==> src/rtl/draw_seq_pkg.sv <==
// Shared types and widths for the draw sequencer: FSM state encoding,
// counter widths and the saturating command-count increment.
package draw_seq_pkg;

  localparam int CMD_CNT_W = 10;
  localparam int WD_W      = 22;

  typedef enum logic [2:0] {
    ST_IDLE   = 3'd0,
    ST_RST    = 3'd1,
    ST_READ   = 3'd2,
    ST_SETTLE = 3'd3,
    ST_DRAW   = 3'd4,
    ST_CLEAR  = 3'd5,
    ST_DONE   = 3'd6
  } draw_seq_state_t;

  localparam logic [CMD_CNT_W-1:0] CMD_CNT_MAX = {CMD_CNT_W{1'b1}};
  localparam logic [CMD_CNT_W-1:0] CMD_CNT_ONE = {{(CMD_CNT_W-1){1'b0}}, 1'b1};

  // The count sticks at all-ones so a very long list never wraps back to a small value.
  function automatic logic [CMD_CNT_W-1:0] sat_inc_cnt(input logic [CMD_CNT_W-1:0] i_val);
    logic [CMD_CNT_W-1:0] w_res;
    if (i_val == CMD_CNT_MAX) begin
      w_res = i_val;
    end else begin
      w_res = i_val + CMD_CNT_ONE;
    end
    return w_res;
  endfunction

endpackage

==> src/rtl/draw_seq_timer.sv <==
// Loadable counter used by the draw sequencer. UP=0: down counter with a
// zero compare (settle delay). UP=1: up counter with a next-value limit compare (watchdog).
module draw_seq_timer
  import draw_seq_pkg::*;
#(
  parameter int W  = 4,
  parameter bit UP = 1'b0
) (
  input  logic         clk,
  input  logic         reset,
  input  logic         i_clear,
  input  logic         i_load,
  input  logic [W-1:0] i_load_val,
  input  logic         i_step,
  input  logic [W-1:0] i_limit,
  output logic         o_hit
);

  localparam logic [W-1:0] ONE = {{(W-1){1'b0}}, 1'b1};

  logic [W-1:0] r_count;
  logic [W-1:0] w_step_val;

  assign w_step_val = UP ? (r_count + ONE) : (r_count - ONE);

  // Up mode flags the step that will reach the limit, so the caller can leave on that same edge.
  assign o_hit = UP ? (w_step_val == i_limit) : (r_count == {W{1'b0}});

  // Counter register: clear beats load, load beats step.
  always_ff @(posedge clk) begin
    if (reset) begin
      r_count <= {W{1'b0}};
    end else if (i_clear) begin
      r_count <= {W{1'b0}};
    end else if (i_load) begin
      r_count <= i_load_val;
    end else if (i_step) begin
      r_count <= w_step_val;
    end
  end

endmodule

==> src/rtl/draw_sequencer.sv <==
// Control FSM that walks drawCircuit_datapath through one full redraw of the
// command list. Optional DRAW watchdog is built when DRAW_SEQ_WATCHDOG_EN is defined.
module draw_sequencer
  import draw_seq_pkg::*;
#(
  parameter int RAM_WAIT = 2,
  parameter int WD_LIMIT = 2500000
) (
  input  logic                 clk,
  input  logic                 reset,
  input  logic                 start,
  output logic                 go_reset_data,
  input  logic                 data_reset_done,
  output logic                 go_read_processor,
  input  logic                 command_read,
  input  logic                 finished_all,
  output logic                 go_draw_command,
  input  logic                 done_draw_command,
  output logic                 go_clear_signal,
  input  logic                 signals_cleared,
  output logic                 busy,
  output logic                 frame_done,
  output logic [CMD_CNT_W-1:0] cmd_count,
  output logic                 wd_error
);

  localparam logic [3:0] SETTLE_LOAD = 4'(RAM_WAIT - 1);

  if (RAM_WAIT < 1 || RAM_WAIT > 15 || WD_LIMIT < 1 || WD_LIMIT > 4194303) begin : g_bad_param
    $error("draw_sequencer: RAM_WAIT or WD_LIMIT out of range");
  end

  draw_seq_state_t      r_state;
  logic                 r_go_reset_data;
  logic                 r_go_read_processor;
  logic                 r_go_draw_command;
  logic                 r_go_clear_signal;
  logic                 r_busy;
  logic                 r_frame_done;
  logic [CMD_CNT_W-1:0] r_cmd_count;
  logic                 r_wd_error;

  logic w_settle_load;
  logic w_settle_step;
  logic w_settle_zero;
  logic w_wd_hit;

  assign w_settle_load = (r_state == ST_READ) && !finished_all && command_read;
  assign w_settle_step = (r_state == ST_SETTLE) && !w_settle_zero;

  draw_seq_timer #(
    .W  (4),
    .UP (1'b0)
  ) u_settle (
    .clk        (clk),
    .reset      (reset),
    .i_clear    (1'b0),
    .i_load     (w_settle_load),
    .i_load_val (SETTLE_LOAD),
    .i_step     (w_settle_step),
    .i_limit    (4'd0),
    .o_hit      (w_settle_zero)
  );

`ifdef DRAW_SEQ_WATCHDOG_EN
  localparam logic [WD_W-1:0] WD_LIMIT_C = WD_W'(WD_LIMIT);

  logic w_wd_in_draw;
  logic w_wd_limit_next;

  assign w_wd_in_draw = (r_state == ST_DRAW);

  // Held at zero outside DRAW, so every DRAW visit starts a fresh count.
  draw_seq_timer #(
    .W  (WD_W),
    .UP (1'b1)
  ) u_watchdog (
    .clk        (clk),
    .reset      (reset),
    .i_clear    (!w_wd_in_draw),
    .i_load     (1'b0),
    .i_load_val ({WD_W{1'b0}}),
    .i_step     (w_wd_in_draw),
    .i_limit    (WD_LIMIT_C),
    .o_hit      (w_wd_limit_next)
  );

  assign w_wd_hit = w_wd_in_draw && w_wd_limit_next;
`else
  assign w_wd_hit = 1'b0;
`endif

  // Sequencer state, Moore go_* outputs (one cycle behind the state) and status registers.
  always_ff @(posedge clk) begin
    if (reset) begin
      r_state             <= ST_IDLE;
      r_go_reset_data     <= 1'b0;
      r_go_read_processor <= 1'b0;
      r_go_draw_command   <= 1'b0;
      r_go_clear_signal   <= 1'b0;
      r_busy              <= 1'b0;
      r_frame_done        <= 1'b0;
      r_cmd_count         <= {CMD_CNT_W{1'b0}};
      r_wd_error          <= 1'b0;
    end else begin
      r_go_reset_data     <= (r_state == ST_RST);
      r_go_read_processor <= (r_state == ST_READ);
      r_go_draw_command   <= (r_state == ST_DRAW);
      r_go_clear_signal   <= (r_state == ST_CLEAR);
      r_frame_done        <= 1'b0;
      case (r_state)
        ST_IDLE: begin
          if (start) begin
            r_state     <= ST_RST;
            r_busy      <= 1'b1;
            r_cmd_count <= {CMD_CNT_W{1'b0}};
            r_wd_error  <= 1'b0;
          end
        end
        ST_RST: begin
          if (data_reset_done) begin
            r_state <= ST_READ;
          end
        end
        ST_READ: begin
          if (finished_all) begin
            r_state      <= ST_DONE;
            r_frame_done <= 1'b1;
          end else if (command_read) begin
            r_state <= ST_SETTLE;
          end
        end
        ST_SETTLE: begin
          if (w_settle_zero) begin
            r_state <= ST_DRAW;
          end
        end
        ST_DRAW: begin
          // A real completion in the limit cycle wins over the watchdog.
          if (done_draw_command) begin
            r_state <= ST_CLEAR;
          end else if (w_wd_hit) begin
            r_state    <= ST_CLEAR;
            r_wd_error <= 1'b1;
          end
        end
        ST_CLEAR: begin
          if (signals_cleared) begin
            r_state     <= ST_READ;
            r_cmd_count <= sat_inc_cnt(r_cmd_count);
          end
        end
        ST_DONE: begin
          r_state <= ST_IDLE;
          r_busy  <= 1'b0;
        end
        default: begin
          r_state <= ST_IDLE;
          r_busy  <= 1'b0;
        end
      endcase
    end
  end

  assign go_reset_data     = r_go_reset_data;
  assign go_read_processor = r_go_read_processor;
  assign go_draw_command   = r_go_draw_command;
  assign go_clear_signal   = r_go_clear_signal;
  assign busy              = r_busy;
  assign frame_done        = r_frame_done;
  assign cmd_count         = r_cmd_count;
  assign wd_error          = r_wd_error;

endmodule

==> config.mk <==
export PLATFORM = sky130hd
export DESIGN_NAME = draw_sequencer
export DESIGN_NICKNAME = d
export VERILOG_FILES = /design/src/rtl/draw_seq_pkg.sv /design/src/rtl/draw_seq_timer.sv /design/src/rtl/draw_sequencer.sv
export SDC_FILE = /design/constraint.sdc
export NUM_CORES = 1
export LEC_CHECK = 0
export ABC_AREA = 1
export CAP_MARGIN = 5
export CORE_ASPECT_RATIO = 1.75
export CORE_MARGIN = 5
export CORE_UTILIZATION = 25
export CTS_BUF_LIST = sky130_fd_sc_hd__clkbuf_4 sky130_fd_sc_hd__clkbuf_8
export DETAILED_ROUTE_END_ITERATION = 12
export GPL_ROUTABILITY_DRIVEN = 0
export PLACE_DENSITY_LB_ADDON = 0.05
export SLEW_MARGIN = 30
export SYNTH_ARGS = -nofsm -noshare
export SYNTH_HDL_FRONTEND = slang
export SYNTH_HIERARCHICAL = 1
export SYNTH_SLANG_ARGS = --single-unit
==> constraint.sdc <==
create_clock -name clk -period 1.59 [get_ports clk]
set_clock_uncertainty 0.15 [all_clocks]
set_input_delay 0.159 -clock clk [delete_from_list [all_inputs] [get_ports clk]]
set_output_delay 0.159 -clock clk [all_outputs]
set_load 0.02 [all_outputs]
# [Yosys cells after proc, flatten, opt, wreduce, memory -nomap -nowiden]
# Cells that the tools add are included.
[totals] register_bits=23 in_bits=8 elab_cells=59
[op_classes] n_addsub=2 eq_ne=13 muxes=17 n_bitwise=2 reduce_logical=15
[op_table] op="$mux 10" count=3
[op_table] op="$mux 3" count=7
[op_table] op="$pmux 10 s2" count=1
[op_table] op="$pmux 3 s6" count=1
[op_table] op="$ne 2x2->1 const B" count=6
[op_table] op="$add 10x1->10 const B" count=1
[op_table] op="$eq 10x10->1 const B" count=1
[op_table] op="$eq 3x2->1 const B" count=2
[op_table] op="$eq 3x3->1 const B" count=2
[op_table] op="$reduce_and 6->1" count=1
[op_table] op="$reduce_or 5->1" count=1
[op_table] op="$logic_not 4->1" count=1
[op_table] op="$mux 1" count=4
[op_table] op="$reduce_and 4->1" count=1
[op_table] op="$reduce_bool 2->1" count=2
[op_table] op="$reduce_or 2->1" count=2
[op_table] op="$sub 4x1->4 const B" count=1
[op_table] op="$eq 3x1->1 const B" count=1
[op_table] op="$logic_and 1x1->1" count=3
[op_table] op="$logic_not 3->1" count=1
[op_table] op="$ne 3x3->1 const B" count=1
[op_table] op="$logic_not 1->1" count=2
[op_table] op="$not 1->1" count=2
[op_table] op="$pmux 1 s2" count=1
[op_table] op="$reduce_and 2->1" count=1

# [Depth between registers and ports, before layout]
# Gate-level depths: netlist of the first run.
[logic_depth] ltp_word=5 depth_mapped=11 depth_no_buf=11

# [By module]
# Netlist of the first run, hierarchy kept.
[by_module_without_submodules] module="draw_sequencer" instances=1 cells_each=180 area_each_um2=1108.6 seq_area_each_um2=380.4
[by_module_without_submodules] module="draw_seq_timer" instances=1 cells_each=35 area_each_um2=236.5 seq_area_each_um2=80.1

# [Worst setup path after synthesis of the first run]
# No wires, ideal clock.
[synth_timing] path_kind="reg-to-reg" from="reg r_cmd_count[1] (netlist: cmd_count[1])" to="reg r_cmd_count[6] (netlist: cmd_count[6])" t_arrival_ns=1.466 slack_ns=-0.138 path_stages_with_launch=11 n_path_buf=0 period_less_slack_ns=1.728 cell_sequence="dfxtp_1 ha_1 nand2_1 nor2_1 nand3_1 nand2_1 nand2_2 nand2_8 inv_1 nor2_1 nor2_1"
[synth_between] elab_chain_cells=4
[synth_rtl] element="start: declaration" line_no="draw_sequencer.sv:40" text="logic [CMD_CNT_W-1:0] r_cmd_count;"
[synth_rtl] element="start signal: assignment" line_no="draw_sequencer.sv:103" text="r_cmd_count <= {CMD_CNT_W{1'b0}};"
[synth_rtl] element="start signal: assignment" line_no="draw_sequencer.sv:116" text="r_cmd_count <= {CMD_CNT_W{1'b0}};"
[synth_rtl] element="start signal: assignment" line_no="draw_sequencer.sv:150" text="r_cmd_count <= sat_inc_cnt(r_cmd_count);"
[synth_rtl] element="$add 10x1->10" line_no="draw_seq_pkg.sv:27" text="w_res = i_val + CMD_CNT_ONE;"
[synth_rtl] element="$mux 10" line_no="draw_seq_pkg.sv:24" text="if (i_val == CMD_CNT_MAX) begin"
[synth_rtl] element="$mux 10" line_no="draw_sequencer.sv:148" text="if (signals_cleared) begin"
[synth_rtl] element="$pmux 10 s2" line_no="draw_sequencer.sv:111" text="case (r_state)"
# Several ways; a longest one is shown, not always the timed one. The select of a mux whose other input is x is not followed.
# A chain may end at the register's enable or synchronous reset.

# [Worst setup path in the final report of the first run]
[layout_timing] from="reg r_state[0]" to="reg r_state[2]"
[layout_between] elab_chain_cells=3
[layout_rtl] element="start: declaration" line_no="draw_sequencer.sv:33" text="draw_seq_state_t r_state;"
[layout_rtl] element="start signal: assignment" line_no="draw_sequencer.sv:96" text="r_state <= ST_IDLE;"
[layout_rtl] element="start signal: assignment" line_no="draw_sequencer.sv:114" text="r_state <= ST_RST;"
[layout_rtl] element="start signal: assignment" line_no="draw_sequencer.sv:122" text="r_state <= ST_READ;"
[layout_rtl] element="$eq 3x2->1 (tied with other cells)" line_no="draw_sequencer.sv:111"
[layout_rtl] element="$ne 3x3->1 (no source line) or $ne 2x2->1 (tied branches)"
[layout_rtl] element="$reduce_and 6->1 (no source line)"
# Several ways; a longest one is shown, not always the timed one.

==> reports/qor.txt, run 1 <==
Final #Nets: 298
via count: 1,513
Syn Inst Count: 215
WL/cell: 12.35 µm
I/O Buffers: 23
Netlist cell types: 27
total inserted antenna cells: 0
Final ANT Viol Nets: 0
area leader, netlist: dfxtp_1
1st-iter DRT viols: 42
delay-heaviest family, CP: simple AND/OR/NAND/NOR gates
final-report setup violation count: 2
largest net degree at the start of global routing: 13
Post-CTS Hold Fix Bufs: 0
Top FF cell, synth: dfxtp_1
worst setup margin: -0.01467 ns
crit share post-route: 100.9%
Power Total: 2.809 mW
DRT Wirelength: 4.225 mm
initial antenna violation count: 0
I/O pin cnt: 25
fin util: 41.52%
Worst path slowest cell: dfxtp_1
async set-reset flop share out of synthesis: 0%
run status: finished with violations
Fillers: 585
Area contributors post-synth: dfxtp_1, nand2_1, inv_1
Cells after DPL: 329
Fin Hold WS: 0.2755 ns
crit path kind: reg -> reg
Final Non-Filler Cells: 342
Hold Path Class: reg -> reg
global route overflow: 0
CTS buffer count: 3
Synth top cells by count: nand2_1, inv_1, nor2_1, dfxtp_1, nand3_1
Buf/Inv on CP: 3
sequential share of the synthesized area: 34.23%
die height: 107.0 µm
failing checks: setup timing
most numerous cell in the Yosys netlist: nand2_1
Root Driver: clkbuf_8
CTS H-tree lvls: 1
Clk Latency, worst-skew pair: 0.27 ns
TNS Setup: -0.01564 ns
Area Growth Syn to Fin: 62.23%
placed inst area: 1912 µm²
Remaining DRCs: 0
Clock Tree Buf Depth: 2
Clock transition at path regs: 0.09 ns
Startpoint Class: register
standard-cell rows: 35
Die ar.: 7005 µm²
share of cells above drive strength 1: 33.10%
Syn Area/Cell: 6.256 µm²
Die X: 65.45 µm
DP Worst Slack: -0.1013 ns
crit path time final: 1.605 ns
Leak Pwr: 1.083 nW
Hold Vio Cnt, Final: 0
core area: 5255 µm²
critical path arrival: 1.62 ns
Worst path most repeated cell: nor2_1
post-detailed-route via-to-cell ratio: 4.424
final slew viol count: 0
TritonCTS clock tree: yes
crit path capture type: register
drt pass-1 iters: 4
Post-Syn Area: 1345 µm²
Synth top area share: 34.23%
vias in the first global route: 1,449
worst ir drop on vdd: 519.2 µV
CTS sink count: 23
Post-synth EDFFs: 0
Starting Density: 25.60%
Power Density: 1287 nW/µm²
wire length of the first global-routing pass: 6.789 mm
total track usage: 12.57%
critical-path cell list: inv_2, nand2_2, buf_4, nor2_1, nand2_1, nand3_1, nor2_1, buf_4, nor2_1, nor2_1
CP required: 1.60 ns
fin area: 2182 µm²
RSZ-0062 raised after global routing: yes
maxcap violations: 0
crit-path max FO: 6
dpl hpwl: 3.297 mm
Synth Register Bits: 23
max incr delay on CP: 0.34 ns
Synth warnings: 6
highest clock rate: 0.6232 GHz
metal layers:
metal  part of all wire (%)  track usage, %
met5                      0               0
met4                    1.4           4.599
met1                     36           13.08
met2                     60           24.58
met3                    2.1           1.572
cell usage in the layout (no fill, tap or decap), drive strengths merged:
cell type / instances
xor2: 1
nor3: 6
clkdlybuf4s50: 12
o211ai: 1
nor2: 35
o21bai: 2
clkbuf: 4
o21ai: 4
and2: 1
a22oi: 2
inv: 37
dlygate4sd2: 10
dfxtp: 23
buf: 44
conb: 6
nand3b: 1
dlymetal6s2s: 1
nand3: 21
a21oi: 12
nand2: 60
ha: 2
nor3b: 2
where the power goes:
part | total [mW] | internal, mW | leakage [nW] | switching (mW)
clock | 0.402 | 0.196 | 0.0262 | 0.205
sequential | 0.757 | 0.682 | 0.191 | 0.0753
combinational | 1.65 | 0.772 | 0.867 | 0.877
total | 2.81 | 1.65 | 1.08 | 1.16
what timing repair did:
item / CTS / global route
pin swaps: 10 / 17
resized for setup: 33 / 26
setup buffers: 1 / 8
setup endpoints to repair: 26 / 18
final timing paths:
path	cells after the start	end	from	slack (ns)
max	10	r_state[2]$_SDFFE_PP0P_	r_state[0]$_SDFFE_PP0P_	-0.01
min	1	u_settle/r_count[0]$_SDFFE_PP0P_	u_settle/r_count[0]$_SDFFE_PP0P_	0.28
max reg2reg	10	r_state[2]$_SDFFE_PP0P_	r_state[0]$_SDFFE_PP0P_	-0.01
min reg2reg	1	u_settle/r_count[0]$_SDFFE_PP0P_	u_settle/r_count[0]$_SDFFE_PP0P_	0.28
flip-flops by register name, indices dropped and copies added (netlist names):
register	cells
busy	1
cmd_count	10
frame_done	1
go_clear_signal	1
go_draw_command	1
go_read_processor	1
go_reset_data	1
r_state	3
u_settle/r_count	4
final cells by class:
cell class,instances,area (µm²),area share (%)
multi-input cells,156,890.9,40.83
inverters,37,138.9,6.365
repair buffers,67,565.5,25.92
well taps,55,68.82,3.154
flip-flops and latches,23,469.2,21.50
clock buffers,4,48.80,2.236
worst reg2reg max path: stages (launching register included):
cell and delay, ns:
dfxtp_1 0.34, inv_2 0.12, nand2_2 0.10, buf_4 0.15, nor2_1 0.13, nand2_1 0.10
nand3_1 0.08, nor2_1 0.04, buf_4 0.14, nor2_1 0.09, nor2_1 0.05
cell families after synthesis:
| kind of cell | count (synthesis) | share of synthesized area, % |
|---|---|---|
| buf+inv | 40 | 12.00 |
| fa+ha+maj | 2 | 1.860 |
| xor+xnor | 1 | 0.6513 |
| compound gates | 21 | 8.743 |
| flops | 23 | 34.23 |
| other cells | 2 | 0.5583 |
| simple gates | 126 | 41.95 |
(Power assumes the default switching activity.)
==> inputs of run 2 (changes only) <==
--- a/config.mk
+++ b/config.mk
@@ -5,7 +5,6 @@
 export SDC_FILE = /design/constraint.sdc
 export NUM_CORES = 1
 export LEC_CHECK = 0
-export ABC_AREA = 1
 export CAP_MARGIN = 5
 export CORE_ASPECT_RATIO = 1.75
 export CORE_MARGIN = 5
@@ -13,6 +12,7 @@
 export CTS_BUF_LIST = sky130_fd_sc_hd__clkbuf_4 sky130_fd_sc_hd__clkbuf_8
 export DETAILED_ROUTE_END_ITERATION = 12
 export GPL_ROUTABILITY_DRIVEN = 0
+export MAX_ROUTING_LAYER = met4
 export PLACE_DENSITY_LB_ADDON = 0.05
 export SLEW_MARGIN = 30
 export SYNTH_ARGS = -nofsm -noshare
==> reports/qor.txt, run 2 <==
wire length of the first global-routing pass: 7.100 mm (+4.6%)
DR top layer: met4
commonest non-fill, non-tap cell in the layout: buf_4
CTS sink count: 23 (unchanged)
Synth top cells by count: dfxtp_1, a21oi_1, o21ai_0, o31ai_1, nor2_1
Remaining DRCs: 0 (unchanged)
sequential share of the synthesized area: 34.11% (-0.13 points)
Starting Density: 25.69% (+0.095 points)
Post-CTS Hold Fix Bufs: 0 (unchanged)
I/O Buffers: 23 (unchanged)
worst setup margin: -0.1493 ns (-0.1346 ns)
die height: 107.2 µm (+0.17%)
fin util: 39.79% (-1.7 points)
critical path arrival: 1.80 ns (+0.18 ns)
Synth top area share: 34.11% (-0.13 points)
WL/cell: 14.92 µm (+21%)
Final ANT Viol Nets: 0 (unchanged)
worst ir drop on vdd: 334.5 µV (-36%)
length of routed wiring on met1: 1.583 mm (+2.7%)
crit path kind: reg -> reg
dpl hpwl: 3.366 mm (+2.1%)
Area Growth Syn to Fin: 54.87%
TNS Setup: -1.150 ns (-1.134 ns)
CTS H-tree lvls: 1 (unchanged)
Clk Latency, worst-skew pair: 0.27 ns (about the same)
I/O pin cnt: 25 (unchanged)
highest clock rate: 0.5750 GHz (-7.7%)
max reg flops: 10 (unchanged)
total inserted antenna cells: 0 (unchanged)
Clock transition at path regs: 0.09 ns (about the same)
crit-path max FO: 4 (-2)
1st-iter DRT viols: 63 (+50%)
maxcap violations: 0 (unchanged)
failing checks: setup timing
Die ar.: 7028 µm² (+0.33%)
CP required: 1.65 ns (+0.05 ns)
most frequent cells in the layout: buf_4, dfxtp_1, clkdlybuf4s50_1, a21oi_1, dlygate4sd2_1
Startpoint Class: register
Synth Register Bits: 23 (unchanged)
largest net degree at the start of global routing: 14 (+1)
TritonCTS clock tree: yes
Area contributors post-synth: dfxtp_1, o31ai_1, a21oi_1
Clock Tree Buf Depth: 2 (unchanged)
Root Driver: clkbuf_8
area leader, netlist: dfxtp_1
met2 wire len: 2.404 mm (-5.2%)
Syn Inst Count: 156 (-27%)
crit path capture type: register
final-report setup violation count: 16 (+14)
CTS buffer count: 3 (unchanged)
Hold Vio Cnt, Final: 0 (unchanged)
DP Worst Slack: -0.2817 ns (-0.1805 ns)
crit path time final: 1.739 ns (+0.1346 ns)
DRT Wirelength: 4.149 mm (-1.8%)
initial antenna violation count: 0 (unchanged)
drt pass-1 iters: 4 (unchanged)
Slew headroom: 66.28%
Post-synth EDFFs: 0 (unchanged)
Synth warnings: 6 (unchanged)
Die X: 65.55 µm (+0.16%)
global route overflow: 0 (unchanged)
Worst Tran Pin Value: 0.4980 ns
Leak Pwr: 0.9233 nW (-15%)
share of cells above drive strength 1: 36.32% (+3.2 points)
met3 wire length: 107 µm (+23%)
run status: finished with violations
via count: 1,418 (-6.3%)
async set-reset flop share out of synthesis: 0% (unchanged)
core area: 5255 µm² (unchanged)
Syn Area/Cell: 8.654 µm² (+38%)
Final #Nets: 234 (-21%)
final slew viol count: 0 (unchanged)
Netlist cell types: 51 (+89%)
most numerous cell in the Yosys netlist: dfxtp_1
crit share post-route: 109.4% (+8.5 points)
total track usage: 13.05% (+0.49 points)
vias in the first global route: 1,529 (+5.5%)
Fin Hold WS: 0.3698 ns (+0.09434 ns)
RSZ-0062 raised after global routing: yes
Hold Path Class: reg -> reg
Power Density: 674.0 nW/µm² (-48%)
post-detailed-route via-to-cell ratio: 5.101 (+15%)
Post-Syn Area: 1350 µm² (+0.37%)
standard-cell rows: 35 (unchanged)
Top FF cell, synth: dfxtp_1
Power Total: 1.409 mW (-50%)
## run 2: layout make-up
type / count / area, µm²
sequential: 23 / 475.5
clock inverter: 1 / 5.005
tap: 55 / 68.82
timing repair buffer: 70 / 573.1
fill: 571 / 3164
inverter: 7 / 26.28
clock buffer: 3 / 41.29
multi-input combinational: 119 / 900.9
## run 2: what timing repair did
item                       in CTS  in global routing
buffers inserted                2                  1
pin swaps                       0                  5
gates resized for setup        18                  4
setup endpoints to repair      27                 18
## run 2: final timing paths
kind | slack (ns) | end | cells after the start | start
worst min-delay path | 0.37 | busy$_SDFFE_PP0P_ | 2 | busy$_SDFFE_PP0P_
worst max register to register | -0.15 | r_state[2]$_SDFFE_PP0P_ | 7 | u_settle/r_count[0]$_SDFFE_PP0P_
worst min register to register | 0.37 | busy$_SDFFE_PP0P_ | 2 | busy$_SDFFE_PP0P_
worst max-delay path | -0.15 | r_state[2]$_SDFFE_PP0P_ | 7 | u_settle/r_count[0]$_SDFFE_PP0P_
## run 2: logic make-up (layout without fill, tap and decap cells)
logic type	after synthesis	in the layout	share of synthesized area, %
compound gates	51	51	25.58
xor+xnor	3	3	1.947
fa+ha+maj	2	2	1.853
buf+inv	18	81	8.248
flops	23	23	34.11
mux	1	1	0.8340
other cells	2	6	0.5563
simple gates	56	56	26.88
## run 2: power breakdown
| group | leakage (nW) | internal [mW] | switching (mW) |
|---|---|---|---|
| Clock | 0.0255 | 0.175 | 0.204 |
| Combinational | 0.707 | 0.205 | 0.192 |
| Sequential | 0.191 | 0.597 | 0.0362 |
## run 2: through the flow
stage          area, µm²  instances
6_report            2091        278
5_1_grt             2091        278
4_1_cts             2071        277
3_5_place_dp        1988        271
3_3_place_gp        1988        271
2_1_floorplan       1444        160
## run 2: layer usage
metal	global-route usage, %	vias up
met5	-	-
met4	3.561	0
met3	1.363	4
met2	26.11	23
met1	12.76	679
li1	-	712
## run 2: critical path, stage by stage (launching register included)
cell      delay (ns)
dfxtp_4         0.35
inv_2           0.06
ha_4            0.12
nor3b_4         0.31
mux2_4          0.22
o21ai_2         0.05
a2111o_1        0.35
o21ai_1         0.07
